**config.mk**
```make
export PLATFORM = sky130hd
export DESIGN_NAME = boot_loader_flat
export DESIGN_NICKNAME = d
export VERILOG_FILES = /design/src/rtl/boot_pkg.sv /design/src/rtl/boot_loader_if.sv /design/src/rtl/word_assembler.sv /design/src/rtl/boot_loader.sv /design/src/flat_wrapper.sv
export SDC_FILE = /design/constraint.sdc
export NUM_CORES = 1
export LEC_CHECK = 0
export CAP_MARGIN = 0
export CELL_PAD_IN_SITES_DETAIL_PLACEMENT = 1
export CELL_PAD_IN_SITES_GLOBAL_PLACEMENT = 2
export CORE_MARGIN = 2
export CORE_UTILIZATION = 31
export CTS_CLUSTER_DIAMETER = 200
export CTS_CLUSTER_SIZE = 24
export DETAILED_ROUTE_END_ITERATION = 7
export PLACE_DENSITY_LB_ADDON = 0.1
export SETUP_SLACK_MARGIN = 0.15
export SKIP_LAST_GASP = 1
export SLEW_MARGIN = 20
export SYNTH_ARGS = -nofsm -noshare
export SYNTH_HDL_FRONTEND = slang
export SYNTH_HIERARCHICAL = 1
export SYNTH_SLANG_ARGS = --single-unit
```
**constraint.sdc**
```tcl
create_clock -name clk -period 2.53 [get_ports clk]
set_clock_uncertainty 0.1 [all_clocks]
set_input_delay 0.3795 -clock clk [delete_from_list [all_inputs] [get_ports clk]]
set_output_delay 0.3795 -clock clk [all_outputs]
set_load 0.01 [all_outputs]
```
**src/rtl/boot_pkg.sv**
```systemverilog
// Shared types and constants for the boot loader: FSM state encoding and byte/word geometry.
package boot_pkg;

  localparam int unsigned BYTES_PER_WORD = 4;
  localparam int unsigned CSUM_W         = 8;

  typedef enum logic [2:0] {
    StLenHi,
    StLenLo,
    StData,
    StWrite,
    StCsum,
    StDone,
    StError
  } boot_state_e;

endpackage

```
**src/rtl/boot_loader_if.sv**
```systemverilog
// Byte-stream valid/ready channel feeding the boot loader.
interface boot_loader_if;

  logic [7:0] in_data;
  logic       in_valid;
  logic       in_ready;

  modport master (
    output in_data,
    output in_valid,
    input  in_ready
  );

  modport slave (
    input  in_data,
    input  in_valid,
    output in_ready
  );

endinterface

```
**src/rtl/word_assembler.sv**
```systemverilog
// Packs accepted data bytes MSB-first into 32-bit words and keeps a running XOR of every byte.
module word_assembler
  import boot_pkg::*;
(
  input  logic              clk,
  input  logic              reset,
  input  logic              byte_valid,
  input  logic [7:0]        byte_in,
  output logic [31:0]       word_next,
  output logic              word_full,
  output logic [CSUM_W-1:0] csum
);

  logic [23:0]       shift_q;
  logic [1:0]        cnt_q;
  logic [CSUM_W-1:0] csum_q;

  // Combinational view of the word including the byte arriving now, so the top can
  // register it on the same edge that accepts the 4th byte.
  assign word_next = {shift_q, byte_in};
  assign word_full = byte_valid && (cnt_q == 2'(BYTES_PER_WORD - 1));
  assign csum      = csum_q;

  always_ff @(posedge clk) begin
    if (reset) begin
      shift_q <= '0;
      cnt_q   <= '0;
      csum_q  <= '0;
    end else if (byte_valid) begin
      shift_q <= word_next[23:0];
      cnt_q   <= cnt_q + 2'd1;
      csum_q  <= csum_q ^ byte_in;
    end
  end

endmodule

```
**src/rtl/boot_loader.sv**
```systemverilog
// Streams a length-prefixed, XOR-checksummed image into instruction memory and releases
// the processor reset only once the whole image has been written and verified.
module boot_loader
  import boot_pkg::*;
#(
  parameter int unsigned TIMEOUT_CYCLES = 1024,
  parameter int unsigned ADDR_W         = 16
) (
  input  logic              clk,
  input  logic              reset,
  boot_loader_if.slave      in_if,
  output logic              imem_we,
  output logic [ADDR_W-1:0] imem_addr,
  output logic [31:0]       imem_wdata,
  output logic              cpu_reset,
  output logic              done,
  output logic              error,
  output logic [15:0]       words_loaded
);

  localparam int unsigned IdleW = $clog2(TIMEOUT_CYCLES + 1);
  localparam logic [IdleW-1:0] IdleMax = IdleW'(TIMEOUT_CYCLES - 1);

  boot_state_e       state_q, state_d;
  logic [15:0]       len_q, len_d;
  logic [IdleW-1:0]  idle_q, idle_d;
  logic              in_ready_q;
  logic              imem_we_q;
  logic [ADDR_W-1:0] imem_addr_q;
  logic [31:0]       imem_wdata_q;
  logic              cpu_reset_q;
  logic              done_q;
  logic              error_q;
  logic [15:0]       words_loaded_q;

  logic              accept;
  logic              counting;
  logic [31:0]       word_next;
  logic              word_full;
  logic [CSUM_W-1:0] csum;

  assign accept = in_if.in_valid && in_ready_q;

  word_assembler u_word_assembler (
    .clk        (clk),
    .reset      (reset),
    .byte_valid (accept && (state_q == StData)),
    .byte_in    (in_if.in_data),
    .word_next  (word_next),
    .word_full  (word_full),
    .csum       (csum)
  );

  always_comb begin
    state_d  = state_q;
    len_d    = len_q;
    idle_d   = '0;
    counting = state_q inside {StLenLo, StData, StCsum};

    if (counting && !accept) begin
      idle_d = idle_q + IdleW'(1);
    end

    unique case (state_q)
      StLenHi: begin
        if (accept) begin
          len_d   = {in_if.in_data, 8'h00};
          state_d = StLenLo;
        end
      end
      StLenLo: begin
        if (accept) begin
          len_d   = {len_q[15:8], in_if.in_data};
          state_d = (len_d == 16'd0) ? StCsum : StData;
        end
      end
      StData: begin
        if (word_full) begin
          state_d = StWrite;
        end
      end
      StWrite: begin
        state_d = ((words_loaded_q + 16'd1) == len_q) ? StCsum : StData;
      end
      StCsum: begin
        if (accept) begin
          state_d = (in_if.in_data == csum) ? StDone : StError;
        end
      end
      StDone:  ;
      StError: ;
      default: state_d = StError;
    endcase

    // An accepted byte always beats the timeout in the same cycle.
    if (counting && !accept && (idle_q == IdleMax)) begin
      state_d = StError;
    end
  end

  always_ff @(posedge clk) begin
    if (reset) begin
      state_q        <= StLenHi;
      len_q          <= '0;
      idle_q         <= '0;
      in_ready_q     <= 1'b0;
      imem_we_q      <= 1'b0;
      imem_addr_q    <= '0;
      imem_wdata_q   <= '0;
      cpu_reset_q    <= 1'b1;
      done_q         <= 1'b0;
      error_q        <= 1'b0;
      words_loaded_q <= '0;
    end else begin
      state_q     <= state_d;
      len_q       <= len_d;
      idle_q      <= idle_d;
      in_ready_q  <= state_d inside {StLenHi, StLenLo, StData, StCsum};
      imem_we_q   <= (state_d == StWrite);
      cpu_reset_q <= (state_d != StDone);
      done_q      <= (state_d == StDone);
      error_q     <= (state_d == StError);
      if (word_full) begin
        imem_wdata_q <= word_next;
      end
      if (state_q == StWrite) begin
        imem_addr_q    <= imem_addr_q + ADDR_W'(1);
        words_loaded_q <= words_loaded_q + 16'd1;
      end
    end
  end

  assign in_if.in_ready = in_ready_q;
  assign imem_we        = imem_we_q;
  assign imem_addr      = imem_addr_q;
  assign imem_wdata     = imem_wdata_q;
  assign cpu_reset      = cpu_reset_q;
  assign done           = done_q;
  assign error          = error_q;
  assign words_loaded   = words_loaded_q;

endmodule

```
**src/flat_wrapper.sv**
```systemverilog
// flat-port wrapper written by rule: the top's interface ports become plain ports
module boot_loader_flat import boot_pkg::*;
#(
  parameter int unsigned TIMEOUT_CYCLES = 1024,
  parameter int unsigned ADDR_W         = 16
)
  (clk, reset, imem_we, imem_addr, imem_wdata, cpu_reset, done, error, words_loaded, in_if_in_data, in_if_in_valid, in_if_in_ready);
  boot_loader_if in_if_i ();
  input  logic clk;
  input  logic reset;
  output logic imem_we;
  output logic [ADDR_W-1:0] imem_addr;
  output logic [31:0] imem_wdata;
  output logic cpu_reset;
  output logic done;
  output logic error;
  output logic [15:0] words_loaded;
  input wire logic [$bits(in_if_i.in_data)-1:0] in_if_in_data;
  input wire logic [$bits(in_if_i.in_valid)-1:0] in_if_in_valid;
  output wire logic [$bits(in_if_i.in_ready)-1:0] in_if_in_ready;
  assign in_if_i.in_data = in_if_in_data;
  assign in_if_i.in_valid = in_if_in_valid;
  assign in_if_in_ready = in_if_i.in_ready;
  boot_loader #(.TIMEOUT_CYCLES(TIMEOUT_CYCLES), .ADDR_W(ADDR_W)) u_core (.clk(clk), .reset(reset), .in_if(in_if_i), .imem_we(imem_we), .imem_addr(imem_addr), .imem_wdata(imem_wdata), .cpu_reset(cpu_reset), .done(done), .error(error), .words_loaded(words_loaded));
endmodule
```
==> out/metrics.yaml, run 1 <==
clock_tree:
  ctsHoldBuffers: 0
  root_buffer: "clkbuf_16"
  htree_num_levels: 4
  clk_path_buf_depth: 2
  clock_sinks: 133
  clk_pin_slew_ns: 0.06
  cts_made_buffers: 17
  cts_tree: "done"
  clk_latency_ns: 0.42
timing:
  slew_viol_final: 0
  maxSlewHeadroom: 0.5921
  setup_viol: 0
  tightest_slew_ns: 0.6118
  finalHoldViolations: 0
  rsz0062_at_grt: "yes"
  max_freq_mhz: 415.6
  min_period_ns: 2.406
  worst_hold_slack_ns: 0.2441
  tns_ns: 0
  period_share: 0.9512
final_layout:
  drive_gt1_frac: 0.2045
  final_nets: 804
  insertedDiodeCount: 0
  multi_input_area_mm2: 0.003331
  syn2layout_area_growth_pct: 37.74
  design_area_mm2: 0.008325
  nFillCells: 2218
  ff_latch_area_mm2: 0.002680
  final_core_util: 0.4320
synth:
  synthFlopType: "dfxtp_1"
  synth_top_area_cell: "dfxtp_1"
  yosysWarnings: 6
  seq_area_frac_synth: 0.4405
  syn_area_per_cell_um2: 9.117
  synth_cell_types: 58
  netlist.area_leader.share: 0.4405
  synth_seq_cells: 133
  syn_inst: 663
  synth-edff-count: 0
  netlist_area_mm2: 0.006045
  synthArstFlopShare: 0
  syn-num-nets: 678
  synth_area_leaders: "dfxtp_1 44%, mux2i_1 9.6%, nor2_1 7.7%"
worst_setup_path:
  crit_path_start_kind: "flop"
  crit_path_cell_trace: "buf_6, nand4_1, buf_4, nor4_4, buf_4, and3_4, nor4_4, nand4_1, o41ai_4, and2_4, and3_4"
  critPathRequiredTime_ns: 2.79
  path_class: "reg2reg"
  startpoint: "u_core/words_loaded[0]"
  critPathArrivalTime_ns: 2.67
  slowest_stage: "dfxtp_4"
  r2r_cells: 11
  worst-path-max-fanout: 5
  slowest_delay_ns: 0.35
  endpoint_kind: "flop"
  rr_startpoint: "u_core/words_loaded[0]"
  critical_path.endpoint: "u_core/done"
  r2r-end: "u_core/done"
  ff2ff_setup_slack_ns: 0.12
die:
  initial_utilization: 0.3137
  core_region_area_mm2: 0.01927
  die_height_um: 143.6
  dieArea_mm2: 0.02063
  die_w_um: 143.6
  io_pins: 80
  num_rows: 51
pwr:
  leakagePower_nw: 2.908
  p_total_w: 0.005375
  p_per_area_mw_per_mm2: 645.7
  irDropWorstVdd_mv: 0.4708
global_routing:
  antenna_found_initial: 0
  grt_usage: 0.1765
  grt_overflow: 0
  grt_pass1_vias: 5468
  grt_pass1_wl_mm: 28.60
  grt_max_degree: 72
worst_hold_path:
  hp-class: "in2reg"
drt:
  drt_iter0_drc: 186
  ant_nets: 0
  drc: 0
  via_count: 5212
  vias_per_cell: 4.885
  wl_mm: 17.47
  drt-pass1-iter-count: 4
  wl_per_cell_um: 16.37
run:
  cap_violations: 0
status:
  status: "complete, no violations"
placement:
  port-buffer-count: 79
  placed_cell_area_mm2: 0.007386
  hpwl_mm: 12.53
  finalWeightedCongestion: 0.8513
==> layout by cell type, fill, tap and decap left out, types with 4 or more instances in the layout <==
| cell | n |
|---|---|
| a21bo_1 | 5 |
| a21oi_1 | 21 |
| a21oi_2 | 7 |
| a22oi_1 | 8 |
| and3_1 | 8 |
| and3_4 | 4 |
| buf_4 | 66 |
| buf_6 | 6 |
| clkbuf_16 | 17 |
| clkdlybuf4s50_1 | 78 |
| clkinvlp_4 | 4 |
| dfxtp_1 | 123 |
| dfxtp_2 | 8 |
| inv_1 | 5 |
| mux2i_1 | 58 |
| nand2_1 | 37 |
| nand3_1 | 18 |
| nand3b_1 | 8 |
| nand4_1 | 17 |
| nor2_1 | 123 |
| nor3_1 | 10 |
| nor4_1 | 4 |
| o21ai_0 | 18 |
| o21ai_1 | 4 |
| or3_1 | 6 |
| xnor2_1 | 30 |
| xor2_1 | 31 |
==> layout make-up <==
| cell class | count | share of cell area |
|---|---|---|
| Inverter | 5 | 0.002254 |
| Multi-Input combinational cell | 480 | 0.4001 |
| Tap cell | 265 | 0.03983 |
| Timing Repair Buffer | 152 | 0.1662 |
| Clock inverter | 14 | 0.01818 |
| Clock buffer | 18 | 0.05155 |
| Sequential cell | 133 | 0.3219 |
==> stage by stage <==
step                      setup WS (ns)  instances
after global placement          -0.1380       1021
after global routing            0.02428       1067
after CTS                       0.04685       1059
after floorplan                  0.1428        663
after detailed placement        -0.2161       1021
final                            0.1236       1067
==> power by group <==
part / total [W] / internal, W / switching (W)
clock: 0.00246 / 0.00146 / 0.000995
sequential: 0.00224 / 0.00216 / 0.0000857
combinational: 0.000678 / 0.000310 / 0.000368
==> Yosys cell counts (2+ instances only) <==
master    number
dfxtp_1      133
nor2_1       124
mux2i_1       58
nand2_1       40
xor2_1        32
xnor2_1       30
a21oi_1       22
o21ai_0       21
nand3_1       18
nand4_1       17
clkbuf_1      15
buf_4         14
and3_1        12
nor3_1        11
nor4_1         9
a22oi_1        8
nand3b_1       8
or3_1          7
a21bo_1        6
a21oi_2        6
a31oi_1        5
buf_1          5
buf_2          5
inv_1          5
and2_1         4
ha_1           4
a211o_1        3
a211oi_1       3
a21bo_2        3
buf_8          3
nand3_2        3
and4_1         2
o21ai_1        2
==> state kept, by name, summed over array words and instances, names as in the netlist <==
register,flops
u_core/idle_q,11
u_core/done,1
u_core/u_word_assembler/shift_q,24
u_core/imem_wdata,32
u_core/imem_we,1
u_core/imem_addr,16
u_core/len_q,16
u_core/words_loaded,16
u_core/error,1
u_core/u_word_assembler/cnt_q,2
u_core/state_q,3
u_core/u_word_assembler/csum,8
u_core/in_if.in_ready,1
u_core/cpu_reset,1
==> metal layers <==
layer	GRT usage	vias to the layer above	wire (um)
li1	-	2543	-
met1	0.2189	2581	7803
met2	0.3083	71	8917
met3	0.04132	17	531
met4	0.04438	0	220
met5	0	-	0
==> worst min path at each step <==
| stage | cells after the start | end | from |
|---|---|---|---|
| 4_1_cts | 2 | u_core/imem_wdata[25] | reset |
| 3_5_place_dp | 1 | u_core/idle_q[0] | u_core/idle_q[0] |
| 2_1_floorplan | 1 | u_core/idle_q[0] | u_core/idle_q[0] |
| 6_report | 2 | u_core/imem_wdata[25] | reset |
| 5_1_grt | 2 | u_core/imem_wdata[25] | reset |
| 3_3_place_gp | 1 | u_core/idle_q[0] | u_core/idle_q[0] |
==> what timing repair did <==
item / CTS / global route
endpoints found under the hold margin: 0 / 0
pin swaps: 8 / 11
buffers inserted: 6 / 8
setup endpoints to repair: 7 / 7
resized for setup: 21 / 34
==> worst max-delay path, delay by kind of cell, from the launching register on <==
kind                   cells  cell delay, ns
AND/OR/NAND/NOR            7            1.17
AO/OA/AOI/OAI              1            0.31
flip-flops                 1            0.35
buffers and inverters      3            0.41
==> cells by family (layout without fill, tap and decap cells) <==
kind of cell             after synthesis  in the layout  share of synthesized area
XOR/XNOR                              62             62                    0.08984
buffers and inverters                 50            189                    0.04947
AND/OR/NAND/NOR                      267            267                     0.2136
flip-flops                           133            133                     0.4405
multiplexers                          58             58                    0.09605
adder cells (fa/ha/maj)                4              4                   0.008280
AO/OA/AOI/OAI                         89             89                     0.1023
No activity file was read; power rests on OpenSTA's default activity.
==> run 2, diff against run 1 <==
--- a/config.mk
+++ b/config.mk
@@ -14,6 +14,7 @@
 export CTS_CLUSTER_SIZE = 24
 export DETAILED_ROUTE_END_ITERATION = 7
 export PLACE_DENSITY_LB_ADDON = 0.1
+export REMOVE_ABC_BUFFERS = 1
 export SETUP_SLACK_MARGIN = 0.15
 export SKIP_LAST_GASP = 1
 export SLEW_MARGIN = 20
==> run 2 against run 1 <==
Total power grew 0.84%. Sequential power is essentially flat. Global-route usage shrank 0.78 points. Largest cell class unchanged. Hold slack gained 0.051 ns. Highest routed layer unchanged. Worst setup slack lost 0.058 ns.
==> out/metrics.yaml, run 2 (same netlist as run 1, synthesis figures left out) <==
clock_tree:
  cts_made_buffers: 17  # unchanged
  clk_latency_ns: 0.42  # about the same
  clk_path_buf_depth: 2  # unchanged
  clock_sinks: 133  # unchanged
  root_buffer: "clkbuf_16"
  ctsHoldBuffers: 0  # unchanged
  htree_num_levels: 4  # unchanged
  clk_pin_slew_ns: 0.06  # about the same
  cts_tree: "done"
worst_setup_path:
  crit_buf_inv: 3  # unchanged
  crit_path_start_kind: "flop"
  slowest_stage: "dfxtp_4"
  path_class: "reg2reg"
  worst-path-max-fanout: 6  # +1
  critPathArrivalTime_ns: 2.73  # +0.06 ns
  slowest_delay_ns: 0.36  # about the same
  endpoint_kind: "flop"
  crit_family: "simple AND/OR/NAND/NOR gates"
  crit_path_cell_trace: "buf_6, nand4_1, buf_4, nor4_4, buf_4, and3_4, nor4_4, nand4_1, o41ai_4, and2_4, and3_1"
  critPathRequiredTime_ns: 2.79  # about the same
pwr:
  clkPwrFrac: 0.469  # +0.012
  irDropWorstVdd_mv: 0.4918  # +4.4%
  p_seq_frac: 0.412  # -0.005
  p_int_w: 0.003956  # +0.73%
  pwr-share-comb: 0.118  # -0.008
  switching_share: 0.2703  # +0.0007894
  p_per_area_mw_per_mm2: 653.0  # +1.1%
  power.switching_w: 0.001465  # +1.1%
  leakagePower_nw: 2.921  # +0.45%
global_routing:
  antenna_found_initial: 0  # unchanged
  grt_pass1_vias: 5364  # -1.9%
  grt_overflow: 0  # unchanged
  grt_max_degree: 43  # -40%
  grt_pass1_wl_mm: 27.26  # -4.7%
  grt_usage: 0.1686  # -0.007815
placement:
  hpwl_mm: 11.87  # -5.2%
  finalWeightedCongestion: 0.8086  # -5.0%
  placed_cell_area_mm2: 0.007402  # +0.22%
  port-buffer-count: 79  # unchanged
  dp_cells: 1025  # +0.39%
  place_ws_ns: -0.1330  # +0.08310 ns
run:
  cap_violations: 0  # unchanged
timing:
  layout_setup_ws_ns: 0.06509  # -0.05848 ns
  min_period_ns: 2.465  # +0.05848 ns
  slew_viol_final: 0  # unchanged
  rsz0062_at_grt: "yes"
  setup_viol: 0  # unchanged
  finalHoldViolations: 0  # unchanged
  maxSlewHeadroom: 0.5922  # about the same
  max_freq_mhz: 405.7  # -2.4%
  tightest_slew_ns: 0.6117  # -0.00008428 ns
  period_share: 0.9743  # +0.02312
final_layout:
  largest_reg_flops: 32  # unchanged
  ff_latch_area_mm2: 0.002680  # unchanged
  final_nets: 803  # -0.12%
  final_cell_mix: "125 x dfxtp_1, 122 x nor2_1, 78 x clkdlybuf4s50_1"
  multi_input_area_mm2: 0.003289  # -1.2%
  insertedDiodeCount: 0  # unchanged
  design_area_mm2: 0.008300  # -0.30%
  nFillCells: 2225  # +0.32%
  final_common_cell: "dfxtp_1"
  drive_gt1_frac: 0.2022  # -0.002242
  syn2layout_area_growth_pct: 37.32
  stdcell_count: 1066  # -0.094%
die:
  core_region_area_mm2: 0.01927  # unchanged
  initial_utilization: 0.3137  # unchanged
  io_pins: 80  # unchanged
  die_height_um: 143.6  # unchanged
  dieArea_mm2: 0.02063  # unchanged
  die_w_um: 143.6  # unchanged
  num_rows: 51  # unchanged
worst_hold_path:
  hp-class: "in2reg"
drt:
  drt_iter0_drc: 175  # -5.9%
  drc: 0  # unchanged
  drt-pass1-iter-count: 5  # +1
  ant_nets: 0  # unchanged
  wl_mm: 16.76  # -4.1%
  wl_per_cell_um: 15.72  # -4.0%
  vias_per_cell: 4.809  # -1.6%
  via_count: 5126  # -1.7%
status:
  status: "complete, no violations"
==> run 2: cell types whose count changed in the layout (fill, tap and decap cells not counted), sizes merged <==
cell / previous run / this run
clkinvlp: 4 / 2
buf: 74 / 73
inv: 9 / 12
clkinv: 4 / 3
==> run 2: final timing paths <==
path	slack (ns)	from	end	depth (start not counted)
max reg2reg	0.07	u_core/words_loaded[0]	u_core/done	11
min	0.30	reset	u_core/words_loaded[6]	2
max	0.07	u_core/words_loaded[0]	u_core/done	11
min reg2reg	0.36	u_core/idle_q[0]	u_core/idle_q[0]	1
==> run 2: power by group through the flow <==
stage / clock [W] / sequential [W] / combinational [W]
after floorplan: 0 / 0.00227 / 0.000345
after global placement: 0 / 0.00228 / 0.000585
after detailed placement: 0 / 0.00228 / 0.000597
after CTS: 0.00262 / 0.00224 / 0.000621
after global routing: 0.00271 / 0.00225 / 0.000703
final: 0.00254 / 0.00224 / 0.000641
==> run 2: area by class of cell <==
type,instances,area share
Clock buffer,18,0.05291
Clock inverter,14,0.01975
Inverter,5,0.002261
Multi-Input combinational cell,480,0.3963
Sequential cell,133,0.3229
Tap cell,265,0.03995
Timing Repair Buffer,151,0.1660
==> run 2: routing by layer <==
layer  routed length (um)  track usage  vias to the layer above
li1                     -            -                     2540
met1                 7716       0.2062                     2486
met2                 8276       0.2885                       78
met3                  494      0.04232                       22
met4                  274      0.05779                        0
met5                    0            0                        -
==> run 2: metrics by stage <==
step | TNS (ns) | hold slack, ns | utilization | total power (W)
6_report | 0 | 0.2954 | 0.4307 | 0.005421
5_1_grt | -0.003080 | 0.3129 | 0.4307 | 0.005663
4_1_cts | 0 | 0.2886 | 0.4245 | 0.005475
3_5_place_dp | -0.6046 | 0.3571 | 0.3841 | 0.002880
3_3_place_gp | -0.3289 | 0.3418 | 0.3841 | 0.002865
2_1_floorplan | -327.99 | 0.3260 | - | 0.002616
==> run 2: repair_timing <==
item | in CTS | in global routing
endpoints found under the setup margin | 7 | 10
cloned | 0 | 0
pin swaps | 12 | 6
buffers inserted | 6 | 3
gates resized for setup | 30 | 25
==> run 3, diff against run 2 <==
--- a/config.mk
+++ b/config.mk
@@ -10,10 +10,11 @@
 export CELL_PAD_IN_SITES_GLOBAL_PLACEMENT = 2
 export CORE_MARGIN = 2
 export CORE_UTILIZATION = 31
+export CTS_BUF_LIST = sky130_fd_sc_hd__clkbuf_16
 export CTS_CLUSTER_DIAMETER = 200
 export CTS_CLUSTER_SIZE = 24
 export DETAILED_ROUTE_END_ITERATION = 7
-export PLACE_DENSITY_LB_ADDON = 0.1
+export PLACE_DENSITY = 0.86
 export REMOVE_ABC_BUFFERS = 1
 export SETUP_SLACK_MARGIN = 0.15
 export SKIP_LAST_GASP = 1
==> run 3 against run 2 <==
Via count down 1.7%. Critical path type unchanged. Highest routed layer unchanged. Clock power is essentially flat. Critical path depth did not move. Total power decreased by 0.52%. Largest cell class unchanged. Combinational power is 0.9% higher. Cell count fell by 0.94%.
==> out/metrics.yaml, run 3 (same netlist as run 1, synthesis figures left out) <==
drt:
  drc: 0  # unchanged
  wl_per_cell_um: 15.37  # -2.2%
  ant_nets: 0  # unchanged
  drt_iter0_drc: 237  # +35%
  vias_per_cell: 4.772  # -0.77%
  drt-pass1-iter-count: 4  # -1
  via_count: 5039  # -1.7%
  wl_mm: 16.23  # -3.1%
die:
  io_pins: 80  # unchanged
  dieArea_mm2: 0.02063  # unchanged
  num_rows: 51  # unchanged
  core_region_area_mm2: 0.01927  # unchanged
  die_height_um: 143.6  # unchanged
  die_w_um: 143.6  # unchanged
  initial_utilization: 0.3137  # unchanged
final_layout:
  stdcell_count: 1056  # -0.94%
  final_cell_mix: "124 x dfxtp_1, 123 x nor2_1, 78 x clkdlybuf4s50_1"
  syn2layout_area_growth_pct: 36.06
  insertedDiodeCount: 0  # unchanged
  final_common_cell: "dfxtp_1"
  drive_gt1_frac: 0.1808  # -0.02146
  final_nets: 793  # -1.2%
  largest_reg_flops: 32  # unchanged
pwr:
  irDropWorstVdd_mv: 0.4221  # -14%
  leakagePower_nw: 2.895  # -0.88%
  p_total_w: 0.005392  # -0.52%
  p_per_area_mw_per_mm2: 655.7  # +0.40%
worst_setup_path:
  worst-path-max-fanout: 4  # -2
  ff2ff_setup_slack_ns: 0.11  # +0.04 ns
  critPathRequiredTime_ns: 2.75  # -0.04 ns
  slowest_delay_ns: 0.38  # +0.02 ns
  crit_path_start_kind: "flop"
  crit_path_cell_trace: "ha_4, buf_6, and3b_1, or3_1, a21oi_4, nor2_1, nand3_1, nor4_4, buf_4, a21bo_1, o31ai_2"
  crit_buf_inv: 2  # -1
  r2r-end: "u_core/in_if.in_ready"
  endpoint_kind: "flop"
  slowest_stage: "or3_1"
  crit_family: "simple AND/OR/NAND/NOR gates"
  rr_startpoint: "u_core/words_loaded[1]"
  critPathArrivalTime_ns: 2.64  # -0.09 ns
  path_class: "reg2reg"
  r2r_cells: 11  # unchanged
clock_tree:
  cts_made_buffers: 17  # unchanged
  root_buffer: "clkbuf_16"
  clk_latency_ns: 0.41  # about the same
  ctsHoldBuffers: 0  # unchanged
  cts_tree: "done"
  clock_sinks: 133  # unchanged
  clk_pin_slew_ns: 0.06  # about the same
  clk_path_buf_depth: 2  # unchanged
  htree_num_levels: 4  # unchanged
timing:
  slew_viol_final: 0  # unchanged
  maxSlewHeadroom: 0.5998  # +0.007602
  max_freq_mhz: 412.9  # +1.8%
  worst_hold_slack_ns: 0.3035  # +0.008100 ns
  setup_viol: 0  # unchanged
  finalHoldViolations: 0  # unchanged
  tns_ns: 0  # unchanged
  tightest_slew_ns: 0.6003  # -0.01140 ns
  period_share: 0.9574  # -0.01690
  layout_setup_ws_ns: 0.1079  # +0.04277 ns
  min_period_ns: 2.422  # -0.04277 ns
  rsz0062_at_grt: "yes"
worst_hold_path:
  hp-class: "in2reg"
  hold-path-cell-count: 2  # unchanged
  hp-start: "reset"
  hold-path-endpoint: "u_core/state_q[1]"
global_routing:
  grt_overflow: 0  # unchanged
  grt_pass1_vias: 5107  # -4.8%
  grt_max_degree: 48  # +12%
  grt_usage: 0.1607  # -0.007940
  grt_pass1_wl_mm: 26.05  # -4.4%
  antenna_found_initial: 0  # unchanged
placement:
  finalWeightedCongestion: 0.8345  # +3.2%
  dp_cells: 1017  # -0.78%
  place_ws_ns: -0.1306  # +0.002452 ns
  port-buffer-count: 79  # unchanged
  hpwl_mm: 11.12  # -6.3%
run:
  cap_violations: 0  # unchanged
status:
  status: "complete, no violations"
[run 3: cell count changes in the layout (fill, tap and decap cells not counted), sizes merged]
cell	previous run	this run
inv	12	10
bufinv	2	4
clkinv	3	6
clkbuf	18	17
buf	73	63
clkinvlp	2	0
[run 3: area by class of cell]
type,count,area [um2]
clock inverters,15,171.4
flip-flops and latches,133,2679
multi-input cells,480,3293
fillers,2213,11050
inverters,5,18.77
clock buffers,17,425.4
repair buffers,141,1305
well taps,265,331.6
[run 3: worst max path at each step]
stage	slack, ns	endpoint	start	cells after the start
CTS	0.13	u_core/in_if.in_ready	u_core/words_loaded[0]	11
finish	0.11	u_core/in_if.in_ready	u_core/words_loaded[1]	11
floorplan	-5.86	u_core/done	u_core/state_q[1]	7
global route	-0.008	u_core/in_if.in_ready	u_core/words_loaded[1]	11
detailed placement	-0.13	u_core/cpu_reset	in_if_in_valid	9
global placement	-0.04	u_core/done	in_if_in_valid	9
[run 3: routing by layer]
layer	vias up	GRT usage	wire, um
li1	2513	-	-
met1	2433	0.2045	7486
met2	76	0.2697	7973
met3	17	0.03599	568
met4	0	0.05263	206
met5	-	0	0
[run 3: power breakdown]
part | switching (W) | leakage (nW) | total (W) | internal, W
Combinational | 0.000359 | 1.51 | 0.000647 | 0.000288
Sequential | 0.0000764 | 1.08 | 0.00223 | 0.00216
Clock | 0.000891 | 0.311 | 0.00251 | 0.00162
Total | 0.00133 | 2.90 | 0.00539 | 0.00407
[run 3: worst register-to-register path: cells and delay by family, from the launching register on]
family / cells / cell delay (ns)
AOI/OAI and AO/OA: 3 / 0.63
buffers and inverters: 2 / 0.28
and+or+nand+nor: 5 / 0.81
DFF: 1 / 0.35
adders and majority gates: 1 / 0.18
[run 3: repair_timing]
action                                  in CTS  in global routing
pin swaps                                    5                 12
endpoints found under the setup margin       7                  7
hold endpoints to repair                     0                  0
resized for setup                           22                 35
buffers inserted                             1                  6
cloned                                       0                  0
[run 3: metrics by stage]
stage / instance area, um2 / util
6_report: 8224 / 0.4268
3_3_place_gp: 7330 / 0.3803
3_5_place_dp: 7330 / 0.3803
4_1_cts: 8016 / 0.4160
5_1_grt: 8224 / 0.4268
2_1_floorplan: 5764 / -
